**src/rtl/xy_result_fifo_if.sv**
```systemverilog
// ---------------------------------------------------------------------------
// xy_result_fifo_if
// Bundles the producer handshake, the consumer handshake and the status /
// statistics outputs of xy_result_fifo into one interface.
//   in_valid, x, y      : X/Y pair offered by the pipeline
//   out_ready           : consumer accepts the head entry
//   out_valid, out_x/y  : head entry presented to the consumer
//   level, full, empty  : occupancy status
//   overflow            : sticky "a pair was dropped" flag
//   cnt_x, cnt_y        : saturating tallies of accepted x=1 / y=1 pairs
// Modports: slave is the FIFO's view, master is the surrounding logic's view.
// ---------------------------------------------------------------------------
interface xy_result_fifo_if #(
  parameter int DEPTH = 4,
  parameter int CNT_W = 8
);
  logic                         in_valid;
  logic                         x;
  logic                         y;
  logic                         out_ready;
  logic                         out_valid;
  logic                         out_x;
  logic                         out_y;
  logic [$clog2(DEPTH+1)-1:0]   level;
  logic                         full;
  logic                         empty;
  logic                         overflow;
  logic [CNT_W-1:0]             cnt_x;
  logic [CNT_W-1:0]             cnt_y;

  modport slave (
    input  in_valid, x, y, out_ready,
    output out_valid, out_x, out_y, level, full, empty, overflow, cnt_x, cnt_y
  );

  modport master (
    output in_valid, x, y, out_ready,
    input  out_valid, out_x, out_y, level, full, empty, overflow, cnt_x, cnt_y
  );
endinterface

```
**src/rtl/xy_result_fifo.sv**
```systemverilog
// ---------------------------------------------------------------------------
// xy_result_fifo
// Captures the X/Y result pair produced by the pipeline each clock, buffers it
// in a small first-word-fall-through FIFO and hands it to a consumer over a
// valid/ready handshake. A pair offered while the FIFO is full and not being
// popped is dropped and latches the sticky overflow flag.
// Ports:
//   clk      : rising-edge clock
//   reset_n  : synchronous, active-low reset
//   bus      : xy_result_fifo_if.slave (handshakes, status, statistics)
// Optional feature macro: XY_SINK_STATS_EN
//   defined   -> cnt_x/cnt_y count accepted pairs with x=1 / y=1, saturating
//   undefined -> cnt_x/cnt_y are tied to zero, no counter logic
// ---------------------------------------------------------------------------
module xy_result_fifo #(
  parameter int DEPTH = 4,
  parameter int CNT_W = 8
) (
  input  logic              clk,
  input  logic              reset_n,
  xy_result_fifo_if.slave   bus
);
  localparam int PTR_W = $clog2(DEPTH);
  localparam int LVL_W = $clog2(DEPTH + 1);
  localparam logic [LVL_W-1:0] FULL_LVL = LVL_W'(DEPTH);

  logic [1:0]       mem_q [DEPTH];
  logic [PTR_W-1:0] wrPtr_q, wrPtr_d;
  logic [PTR_W-1:0] rdPtr_q, rdPtr_d;
  logic [LVL_W-1:0] level_q, level_d;
  logic             overflow_q, overflow_d;
  logic             full, empty, pop, push, drop;
  logic [1:0]       head;

  // Status comes only from the occupancy register, so full/empty/level have
  // no combinational path from in_valid or out_ready.
  assign full  = (level_q == FULL_LVL);
  assign empty = (level_q == '0);

  // A full FIFO still accepts a pair when the head leaves in the same cycle.
  assign pop  = !empty && bus.out_ready;
  assign push = bus.in_valid && (!full || pop);
  assign drop = bus.in_valid && full && !pop;

  // Next-state for pointers, occupancy and the sticky overflow flag.
  always_comb begin
    wrPtr_d    = wrPtr_q;
    rdPtr_d    = rdPtr_q;
    level_d    = level_q;
    overflow_d = overflow_q | drop;
    if (push) wrPtr_d = wrPtr_q + 1'b1;
    if (pop)  rdPtr_d = rdPtr_q + 1'b1;
    case ({push, pop})
      2'b10:   level_d = level_q + 1'b1;
      2'b01:   level_d = level_q - 1'b1;
      default: level_d = level_q;
    endcase
  end

  always_ff @(posedge clk) begin
    if (!reset_n) begin
      wrPtr_q    <= '0;
      rdPtr_q    <= '0;
      level_q    <= '0;
      overflow_q <= 1'b0;
    end else begin
      wrPtr_q    <= wrPtr_d;
      rdPtr_q    <= rdPtr_d;
      level_q    <= level_d;
      overflow_q <= overflow_d;
    end
  end

  // Storage needs no reset: stale entries are never visible because the
  // occupancy counter gates out_valid and the output data.
  always_ff @(posedge clk) begin
    if (reset_n && push) mem_q[wrPtr_q] <= {bus.x, bus.y};
  end

  assign head          = mem_q[rdPtr_q];
  assign bus.out_valid = !empty;
  assign bus.out_x     = !empty && head[1];
  assign bus.out_y     = !empty && head[0];
  assign bus.level     = level_q;
  assign bus.full      = full;
  assign bus.empty     = empty;
  assign bus.overflow  = overflow_q;

`ifdef XY_SINK_STATS_EN
  logic [CNT_W-1:0] cntX_q, cntX_d;
  logic [CNT_W-1:0] cntY_q, cntY_d;

  // Only accepted pairs are counted; each counter sticks at all-ones.
  always_comb begin
    cntX_d = cntX_q;
    cntY_d = cntY_q;
    if (push && bus.x && (cntX_q != '1)) cntX_d = cntX_q + 1'b1;
    if (push && bus.y && (cntY_q != '1)) cntY_d = cntY_q + 1'b1;
  end

  always_ff @(posedge clk) begin
    if (!reset_n) begin
      cntX_q <= '0;
      cntY_q <= '0;
    end else begin
      cntX_q <= cntX_d;
      cntY_q <= cntY_d;
    end
  end

  assign bus.cnt_x = cntX_q;
  assign bus.cnt_y = cntY_q;
`else
  assign bus.cnt_x = '0;
  assign bus.cnt_y = '0;
`endif
endmodule

```
**src/flat_wrapper.sv**
```systemverilog
// flat-port wrapper written by rule: the top's interface ports become plain ports
module xy_result_fifo_flat 
#(
  parameter int DEPTH = 4,
  parameter int CNT_W = 8
)
  (clk, reset_n, bus_in_valid, bus_x, bus_y, bus_out_ready, bus_out_valid, bus_out_x, bus_out_y, bus_level, bus_full, bus_empty, bus_overflow, bus_cnt_x, bus_cnt_y);
  xy_result_fifo_if #(.DEPTH(DEPTH), .CNT_W(CNT_W)) bus_i ();
  input  logic clk;
  input  logic reset_n;
  input wire logic [$bits(bus_i.in_valid)-1:0] bus_in_valid;
  input wire logic [$bits(bus_i.x)-1:0] bus_x;
  input wire logic [$bits(bus_i.y)-1:0] bus_y;
  input wire logic [$bits(bus_i.out_ready)-1:0] bus_out_ready;
  output wire logic [$bits(bus_i.out_valid)-1:0] bus_out_valid;
  output wire logic [$bits(bus_i.out_x)-1:0] bus_out_x;
  output wire logic [$bits(bus_i.out_y)-1:0] bus_out_y;
  output wire logic [$bits(bus_i.level)-1:0] bus_level;
  output wire logic [$bits(bus_i.full)-1:0] bus_full;
  output wire logic [$bits(bus_i.empty)-1:0] bus_empty;
  output wire logic [$bits(bus_i.overflow)-1:0] bus_overflow;
  output wire logic [$bits(bus_i.cnt_x)-1:0] bus_cnt_x;
  output wire logic [$bits(bus_i.cnt_y)-1:0] bus_cnt_y;
  assign bus_i.in_valid = bus_in_valid;
  assign bus_i.x = bus_x;
  assign bus_i.y = bus_y;
  assign bus_i.out_ready = bus_out_ready;
  assign bus_out_valid = bus_i.out_valid;
  assign bus_out_x = bus_i.out_x;
  assign bus_out_y = bus_i.out_y;
  assign bus_level = bus_i.level;
  assign bus_full = bus_i.full;
  assign bus_empty = bus_i.empty;
  assign bus_overflow = bus_i.overflow;
  assign bus_cnt_x = bus_i.cnt_x;
  assign bus_cnt_y = bus_i.cnt_y;
  xy_result_fifo #(.DEPTH(DEPTH), .CNT_W(CNT_W)) u_core (.clk(clk), .reset_n(reset_n), .bus(bus_i));
endmodule
```
**config.mk**
```make
export PLATFORM = sky130hd
export DESIGN_NAME = xy_result_fifo_flat
export DESIGN_NICKNAME = d
export VERILOG_FILES = /design/src/rtl/xy_result_fifo_if.sv /design/src/rtl/xy_result_fifo.sv /design/src/flat_wrapper.sv
export SDC_FILE = /design/constraint.sdc
export NUM_CORES = 1
export LEC_CHECK = 0
export CAP_MARGIN = 40
export CORE_UTILIZATION = 54
export DETAILED_ROUTE_END_ITERATION = 16
export DONT_BUFFER_PORTS = 1
export PLACE_DENSITY = 0.78
export SYNTH_ARGS = -nofsm -noshare
export SYNTH_HDL_FRONTEND = slang
export SYNTH_SLANG_ARGS = --single-unit
```
**constraint.sdc**
```tcl
create_clock -name clk -period 4 [get_ports clk]
set_input_delay 0 -clock clk [delete_from_list [all_inputs] [get_ports clk]]
set_output_delay 0 -clock clk [all_outputs]
set_load 0.01 [all_outputs]
```
==> run metrics, run 1 <==
area of the core 1730 um^2; number of DRC markers in iteration 0 9; kind of critical path reg -> reg; layout cell share with drive strength beyond 1 7.92%; Root Driver clkbuf_4; top_reg_cell synth dfxtp_1; Routed WL per cell 12.4 um; sequential-to-total area share from yosys stat 44.1%; Synth Area in XOR/XNOR 4.38%; worst skew pair latency 0.30 ns; Sink Count 18; crit share post-route 55.8%; Synth area leader edfxtp_1; Final nets 113; Detailed Routing Iterations Pass 1 4; FILL cells 139; max_slew headroom 50.7%; clock buffer depth 2; CTS clk-pin slew, worst paths 0.10 ns; maximum clock frequency 448 MHz; FF-to-FF End u_core.bus.level[1]$_SDFFE_PN0P_; TritonCTS buffer count 3; failing checks hold timing; Ys Warns 0; hold depth 3; CP Capture Type flop; CTS tree done; H-tree Lvls 1; ys async rst share 0%; Horiz. Die Dim 45.0 um; Yosys reg bits 18; CP Max Fanout 8; max_cap viols 0; first-pass GRT wire length 2600 um; hold_sp bus_in_valid; Post-Syn Area 1000 um^2; Layout area overhead 5.51%; Residual DRC 0; post-synthesis compound-gate area fraction 8.89%; simple-gate share of the synthesized area 14.6%; VDD IR max 0.248 mV; Total GRT Usage 18.5%; GP Congestion 0.742; setup violators final 0; synth unique cells 33; die area 2030 um^2; PwrDens 393 nW/um^2; Hold Path Sink u_core.bus.level[0]$_SDFFE_PN0P_; antenna fix cells 0; Worst R2R Path Depth 7; detailed-route via count 633; skew final 0.00473 ns; Leakage 0.434 nW; largest family of logic cells by synthesized area buffers and inverters; Die Y 45.0 um; initial antenna violation count 0; Post-synth EDFFs 8; Port Buf Inserts 0; pre-CTS WS 2.16 ns; number of global-route vias before repair 590; crit path DAT 2.43 ns; IO Pins 31; initial core utilization 57.9%; unrepaired setup endpoints after global routing false; Mapped Avg Cell Area 10.7 um^2; top cells by area, synth edfxtp_1 (24%), dfxtp_1 (20%), buf_4 (12%); Hold Fails Final Rpt 1; worst-margin pin slew 0.733 ns; type of the worst min-delay path in -> reg; Required @ worst endpoint 4.20 ns; final core occ 61.1%; adder-cell share of the synthesized area 7.01%; Setup Buffers After CTS 0; DR vias/cell 5.02; crit path time final 2.23 ns; largest net degree at the start of global routing 12; post-DP HPWL 1020 um; area share of the leading cell type in the synthesized netlist 24.0%; Hold Slack -0.00769 ns; FF-to-FF Start u_core.bus.level[0]$_SDFFE_PN0P_; Worst setup SP type flop; reg2reg setup slack 1.77 ns; Final TNS setup 0 ns; Slew Limit Fails 0; Std-Cell Rows 15; final worst slack 1.77 ns; post-synthesis cell count 93; run status finished, violations left; global route total overflow 0; Post-Route WL 1570 um; multiplexer share of the synthesized area 5.51%; final antenna-violating net count 0
what timing repair did:
item | in CTS | in global routing
hold buffers | 6 | 1
endpoints found under the hold margin | 20 | 2
gates resized for setup | 0 | 0
metal layers:
layer | vias up | track usage [%] | routed length [um]
met4 | 0 | 10.9 | 37
met5 | - | 0 | 0
met1 | 304 | 24.4 | 707
li1 | 298 | - | -
met3 | 5 | 2.80 | 82
met2 | 26 | 29.0 | 740
power by group:
part | total (W) | internal (W) | switching [W]
logic | 0.0000970 | 0.0000429 | 0.0000541
registers | 0.000225 | 0.000207 | 0.0000185
clock network | 0.0000924 | 0.0000364 | 0.0000560
cells in the mapped netlist (2+ instances only):
cell / count
nand2b_1: 2
mux4_2: 2
o21a_1: 2
and3_1: 4
buf_4: 16
ha_1: 4
edfxtp_1: 8
inv_1: 6
xnor2_1: 2
nor2_1: 3
and2_1: 5
nand2_1: 6
xor2_1: 3
nor2b_1: 2
dfxtp_1: 10
how the worst max path moves through the flow:
stage | startpoint | to | slack (ns) | cells after the start
final | u_core.bus.level[0]$_SDFFE_PN0P_ | u_core.bus.level[1]$_SDFFE_PN0P_ | 1.77 | 7
after global routing | u_core.bus.level[0]$_SDFFE_PN0P_ | u_core.bus.level[1]$_SDFFE_PN0P_ | 1.61 | 7
after CTS | u_core.bus.level[2]$_SDFFE_PN0P_ | u_core.bus.level[1]$_SDFFE_PN0P_ | 1.78 | 7
after detailed placement | u_core.bus.level[2]$_SDFFE_PN0P_ | u_core.bus.level[2]$_SDFFE_PN0P_ | 2.16 | 5
after global placement | u_core.bus.level[2]$_SDFFE_PN0P_ | u_core.bus.level[2]$_SDFFE_PN0P_ | 2.23 | 5
after floorplan | u_core.bus.level[0]$_SDFFE_PN0P_ | u_core.bus.level[2]$_SDFFE_PN0P_ | 2.30 | 5
layout by cell type, fill, tap and decap left out, types with 2 or more instances in the layout:
cell type and count:
dfxtp_1 10, nand2_1 6, dlygate4sd3_1 7, xnor2_1 2, and3_1 4, o21a_1 2
conb_1 16, xor2_1 3, inv_1 6, ha_1 4, mux4_2 2, nand2b_1 2
edfxtp_1 8, and2_1 5, nor2_1 3, clkbuf_4 3, nor2b_1 2
kinds of logic (layout without fill, tap and decap cells):
group	count (synthesis)	in the layout
and+or+nand+nor	26	26
buffers and inverters	24	17
DFF	18	18
AOI/OAI and AO/OA	11	11
adders and majority gates	5	5
xor gates and xnor gates	5	5
muxes	3	3
other	1	16
worst max-delay path, stage by stage, from the launching register on:
cell and delay (ns):
dfxtp_1 0.53, o31a_1 0.30, nand2b_1 0.10, fa_1 0.51, nand2_1 0.05, nand2_1 0.06
dlygate4sd3_1 0.55, a21oi_1 0.04
through the flow:
step | std cells | total power [W] | hold slack, ns | instance area [um^2]
CTS | 125 | 0.000415 | 0.00164 | 1040
global route | 126 | 0.000437 | 0.0147 | 1050
finish | 126 | 0.000415 | -0.00769 | 1050
global placement | 115 | 0.000313 | 0.0990 | 958
detailed placement | 115 | 0.000315 | 0.0990 | 958
floorplan | 108 | 0.000315 | 0.0989 | 1060
cell type report:
type	instances	area (um^2)	area share, %
timing repair buffer	7	70.1	6.64
multi-input combinational	66	464	44.0
inverter	6	22.5	2.14
sequential	18	440	41.8
clock buffer	3	22.5	2.14
clock inverter	1	3.75	0.356
tap	25	31.3	2.97
Power figures use the tool's default switching activity.
==> run 2, diff against run 1 <==
- clock period: 4 -> 2.25 ns (I/O delays scaled with it)
==> run 2 against run 1 <==
Effect of this change: the flow now finishes without violations; setup slack got worse by 1.6 ns; critical path type unchanged; via count is 0.63% higher; clock power is 77% higher.
==> run metrics, run 2 (synthesized netlist as in run 1, its figures left out) <==
crit share post-route 93.1% (was 55.8%); kind of critical path reg -> reg (unchanged); number of DRC markers in iteration 0 19 (was 9); Post-Route WL 1540 um (was 1570 um); Hold Fails Final Rpt 0 (was 1); first-pass GRT wire length 2590 um (was 2600 um); Worst path max stage delay 0.57 ns (was 0.55 ns); initial antenna violation count 0 (unchanged); PwrDens 700 nW/um^2 (was 393 nW/um^2); CP Capture Type flop (unchanged); IO Pins 31 (unchanged); Final nets 115 (was 113); initial core utilization 57.9% (unchanged); global route total overflow 0 (unchanged); setup violators final 0 (unchanged); clock buffer depth 2 (unchanged); largest net degree at the start of global routing 12 (unchanged); Required @ worst endpoint 2.48 ns (was 4.20 ns); layout cell share with drive strength beyond 1 12.6% (was 7.92%); Detailed Routing Iterations Pass 1 4 (unchanged); PnR Total Power 0.000751 W (was 0.000415 W); CTS clk-pin slew, worst paths 0.11 ns (was 0.10 ns); Std-Cell Rows 15 (unchanged); final antenna-violating net count 0 (unchanged); CP top delay family buffers and inverters (unchanged); final instance area 1070 um^2 (was 1050 um^2); worst-path cell chain o31a_1, nand2b_1, fa_1, nand2_1, nand2_1, dlygate4sd3_1, a21oi_1 (unchanged); Total GRT Usage 18.1% (was 18.5%); skew final 0.00934 ns (was 0.00473 ns); area of the core 1730 um^2 (unchanged); Port Buf Inserts 0 (unchanged); worst-margin pin slew 0.486 ns (was 0.733 ns); CP Max Fanout 7 (was 8); Slew Limit Fails 0 (unchanged); register area 444 um^2 (was 440 um^2); crit path time final 2.10 ns (was 2.23 ns); run status completed (was finished, violations left); number of global-route vias before repair 599 (was 590); most frequent cells in the layout conb_1 (16), edfxtp_1 (8), dfxtp_1 (7), dlygate4sd3_1 (7) (was conb_1 (16), dfxtp_1 (10), edfxtp_1 (8)); crit path DAT 2.33 ns (was 2.43 ns); Die Y 45.0 um (unchanged); max_slew headroom 66.8% (was 50.7%); post-DP HPWL 1060 um (was 1020 um); DR vias/cell 4.98 (was 5.02); max_cap viols 0 (unchanged); GP Congestion 0.746 (was 0.742); Leakage 0.445 nW (was 0.434 nW); antenna fix cells 0 (unchanged); final core occ 62.2% (was 61.1%); Root Driver clkbuf_4 (unchanged); commonest non-fill, non-tap cell in the layout conb_1 (unchanged); cell mode on critical path nand2_1 (unchanged); Sink Count 18 (unchanged); CTS tree done (unchanged); unrepaired setup endpoints after global routing false (unchanged); maximum clock frequency 477 MHz (was 448 MHz); Residual DRC 0 (unchanged); VDD IR max 0.438 mV (was 0.248 mV); TritonCTS buffer count 3 (unchanged); Multi-input gate area 464 um^2 (unchanged); type of the worst min-delay path in -> reg (unchanged); Horiz. Die Dim 45.0 um (unchanged); Final TNS setup 0 ns (unchanged); DP Area 966 um^2 (was 958 um^2); slowest cell on the critical path dlygate4sd3_1 (unchanged); die area 2030 um^2 (unchanged); worst path bufs/invs 1 (unchanged); worst skew pair latency 0.30 ns (about the same); FILL cells 150 (was 139); detailed-route via count 637 (was 633); H-tree Lvls 1 (unchanged); Worst setup SP type flop (unchanged); Layout area overhead 7.38% (was 5.51%); Routed WL per cell 12.1 um (was 12.4 um)
## run 2: layout make-up
type	instances	share of cell area (%)
inverters	6	2.10
repair buffers	9	7.93
multi-input cells	66	43.2
clock buffers	3	2.10
well taps	25	2.91
flip-flops and latches	18	41.4
clock inverters	1	0.350
## run 2: report_power, final
part,total [W],internal [W],switching (W)
registers,0.000401,0.000370,0.0000312
logic,0.000186,0.0000880,0.0000981
clock network,0.000164,0.0000646,0.0000994
total,0.000751,0.000522,0.000229
## run 2: what timing repair did
action / 4_1_cts / 5_1_grt
setup endpoints to repair: 0 / 1
hold buffers: 6 / 1
setup buffers: 0 / 1
gates resized for setup: 0 / 3
endpoints found under the hold margin: 20 / 2
## run 2: final timing paths
kind,start,endpoint,slack [ns],depth (start not counted)
max,u_core.bus.level[1]$_SDFFE_PN0P_,u_core.bus.level[1]$_SDFFE_PN0P_,0.15,7
min,bus_in_valid,u_core.bus.overflow$_SDFF_PN0_,0.005,2
max reg2reg,u_core.bus.level[1]$_SDFFE_PN0P_,u_core.bus.level[1]$_SDFFE_PN0P_,0.15,7
min reg2reg,u_core.wrPtr_q[1]$_SDFFE_PN0P_,u_core.wrPtr_q[1]$_SDFFE_PN0P_,0.54,2
## run 2: layer usage
| layer | track usage (%) | share of wire, % | vias to the layer above |
|---|---|---|---|
| li1 | - | - | 300 |
| met1 | 24.5 | 47 | 310 |
| met2 | 28.4 | 47 | 23 |
| met3 | 2.80 | 4.1 | 4 |
| met4 | 9.09 | 1.7 | 0 |
| met5 | 0 | 0 | - |
## run 2: through the flow
step           hold slack [ns]  std cells  setup WS (ns)
6_report               0.00488        128          0.155
2_1_floorplan           0.0989        108          0.551
4_1_cts               0.000728        126         0.0464
5_1_grt                 0.0134        128         0.0470
3_5_place_dp            0.0990        116          0.399
3_3_place_gp            0.0990        116          0.474
## run 2: worst register-to-register path, delay by kind of cell (launching register included)
family,cells,cell delay (ns)
AND/OR/NAND/NOR,3,0.22
flip-flops,1,0.38
buffers and inverters,1,0.57
AO/OA/AOI/OAI,2,0.44
adder cells (fa/ha/maj),1,0.43
==> run 3, diff against run 2 <==
==> constraint.sdc (replaced) <==
create_clock -name clk -period 2.25 [get_ports clk]
set_input_delay 0 -clock clk [delete_from_list [all_inputs] [get_ports clk]]
set_output_delay 0 -clock clk [all_outputs]
set_load 0.02 [all_outputs]
==> run 3 against run 2 <==
Effect of this change: global-route usage is 1.4 points lower; flip-flop and latch count unchanged; die area unchanged; utilization fell by 0.80 points; wire length up 1.8%; via count down 2.5%; highest routed layer unchanged; clock-buffer cell count rose by 1; register-to-register slack better by 0.06 ns; final area is 1.3% lower; maximum frequency rose by 3.0%; sequential power hardly changed; clock skew is 0.0068 ns lower.
==> run metrics, run 3 (synthesized netlist as in run 1, its figures left out) <==
run status completed (unchanged); Combinational Power Share 27.8% (was 24.8%); M1 wire length 628 um (was 722 um); Horiz. Die Dim 45.0 um (unchanged); final std cells w/o fill 127 (was 128); Worst path max stage delay 0.57 ns (about the same); hold_sp reset_n (was bus_in_valid); GP Congestion 0.773 (was 0.746); Sink Count 18 (unchanged); Total GRT Usage 16.7% (was 18.1%); dpl cells 117 (was 116); routed wl met2 836 um (was 731 um); Leakage 0.441 nW (was 0.445 nW); initial antenna violation count 0 (unchanged); detailed-route via count 621 (was 637); clock buffer depth 2 (unchanged); kind of critical path reg -> reg (unchanged); most frequent cells in the layout conb_1 (16), dfxtp_1 (10), edfxtp_1 (8) (was conb_1 (16), edfxtp_1 (8), dfxtp_1 (7), dlygate4sd3_1 (7)); met3 wire length 69 um (was 63 um); final antenna-violating net count 0 (unchanged); post-DP HPWL 1150 um (was 1060 um); worst path bufs/invs 0 (was 1); worst-path cell chain o31a_1, nand2b_1, fa_1, o31ai_1, mux2i_1 (was o31a_1, nand2b_1, fa_1, nand2_1, nand2_1, dlygate4sd3_1, a21oi_1); worst skew pair latency 0.30 ns (about the same); PwrDens 737 nW/um^2 (was 700 nW/um^2); initial core utilization 57.9% (unchanged); Die Y 45.0 um (unchanged); skew final 0.00257 ns (was 0.00934 ns); largest net degree at the start of global routing 11 (was 12); Std-Cell Rows 15 (unchanged); uppermost layer routed met4 (unchanged); crit path from u_core.bus.level[0]$_SDFFE_PN0P_ (was u_core.bus.level[1]$_SDFFE_PN0P_); Port Buf Inserts 0 (unchanged); total net switching power 0.000261 W (was 0.000229 W); maximum clock frequency 492 MHz (was 477 MHz); Final TNS setup 0 ns (unchanged); number of global-route vias before repair 571 (was 599); number of DRC markers in iteration 0 14 (was 19); Layout area overhead 6.01% (was 7.38%); Sw Share 33.4% (was 30.5%); DP Area 973 um^2 (was 966 um^2); CP Capture Type flop (unchanged); antenna fix cells 0 (unchanged); die area 2030 um^2 (unchanged); final instance area 1060 um^2 (was 1070 um^2); CP top delay family compound AO/OA/AOI/OAI gates (was buffers and inverters); Root Driver clkbuf_4 (unchanged); Detailed Routing Iterations Pass 1 3 (was 4); Residual DRC 0 (unchanged); CTS tree done (unchanged); unrepaired setup endpoints after global routing false (unchanged); max_cap viols 0 (unchanged); crit path DAT 2.27 ns (was 2.33 ns); TritonCTS buffer count 3 (unchanged); CP Max Fanout 8 (was 7); CTS clk-pin slew, worst paths 0.09 ns (was 0.11 ns); Routed WL per cell 12.4 um (was 12.1 um); global route total overflow 0 (unchanged); H-tree Lvls 1 (unchanged); crit path time final 2.03 ns (was 2.10 ns); FF-to-FF Start u_core.bus.level[0]$_SDFFE_PN0P_ (was u_core.bus.level[1]$_SDFFE_PN0P_); sequential share of power 51.1% (was 53.4%); commonest non-fill, non-tap cell in the layout conb_1 (unchanged); PnR Total Power 0.000781 W (was 0.000751 W); DR vias/cell 4.89 (was 4.98); Required @ worst endpoint 2.48 ns (about the same); Setup Buffers After CTS 0 (unchanged); Post-Route WL 1570 um (was 1540 um); Hold Fails Final Rpt 0 (unchanged); area of the core 1730 um^2 (unchanged); Worst setup SP type flop (unchanged); setup violators final 0 (unchanged); IO Pins 31 (unchanged); type of the worst min-delay path in -> reg (unchanged); Slew Limit Fails 0 (unchanged); first-pass GRT wire length 2330 um (was 2590 um); slowest cell on the critical path dfxtp_1 (was dlygate4sd3_1); crit share post-route 90.4% (was 93.1%); Clock power frac 21.1% (was 21.8%); Internal 0.000520 W (was 0.000522 W); layout cell share with drive strength beyond 1 9.80% (was 12.6%); Final nets 114 (was 115); VDD IR max 0.359 mV (was 0.438 mV)
run 3: routing by layer:
| metal | GRT usage [%] | vias to the layer above |
|---|---|---|
| met5 | 0 | - |
| li1 | - | 298 |
| met3 | 4.00 | 5 |
| met1 | 18.2 | 293 |
| met4 | 10.9 | 0 |
| met2 | 28.7 | 25 |
run 3: path summary, 6_finish.rpt:
check / endpoint / slack (ns) / cells after the start
max: u_core.bus.level[2]$_SDFFE_PN0P_ / 0.22 / 5
min: u_core.mem_q[1][1]$_DFFE_PP_ / 0.006 / 1
max reg2reg: u_core.bus.level[2]$_SDFFE_PN0P_ / 0.22 / 5
min reg2reg: u_core.wrPtr_q[1]$_SDFFE_PN0P_ / 0.52 / 2
run 3: power groups by stage:
stage | logic, W | clock network, W | registers [W]
after floorplan | 0.000188 | 0 | 0.000407
after global placement | 0.000198 | 0 | 0.000406
after detailed placement | 0.000205 | 0 | 0.000407
after CTS | 0.000218 | 0.000167 | 0.000400
after global routing | 0.000240 | 0.000181 | 0.000403
final | 0.000217 | 0.000165 | 0.000399
run 3: timing repair:
item                                   4_1_cts  5_1_grt
hold buffers                                 5        1
resized for setup                            0        0
endpoints found under the hold margin       18        2
run 3: worst reg2reg max path: cells and delay by family (launching register included):
| kind | cells | cell delay, ns |
|---|---|---|
| fa+ha+maj | 1 | 0.41 |
| compound gates | 2 | 0.67 |
| flops | 1 | 0.57 |
| simple gates | 1 | 0.11 |
| mux | 1 | 0.21 |
run 3: area by class of cell:
cell class | count | area [um^2]
clock buffer | 4 | 26.3
fill | 144 | 667
inverter | 6 | 22.5
multi-input combinational | 66 | 464
sequential | 18 | 440
tap | 25 | 31.3
timing repair buffer | 8 | 75.1
run 3: metrics by stage:
| step | worst slack [ns] | hold slack [ns] | util (%) |
|---|---|---|---|
| 6_report | 0.216 | 0.00575 | 61.4 |
| 5_1_grt | 0.0883 | 0.00260 | 61.4 |
| 4_1_cts | 0.202 | 0.00307 | 60.8 |
| 3_5_place_dp | 0.247 | 0.0990 | 56.4 |
| 3_3_place_gp | 0.409 | 0.0990 | 56.4 |
| 2_1_floorplan | 0.474 | 0.0989 | - |
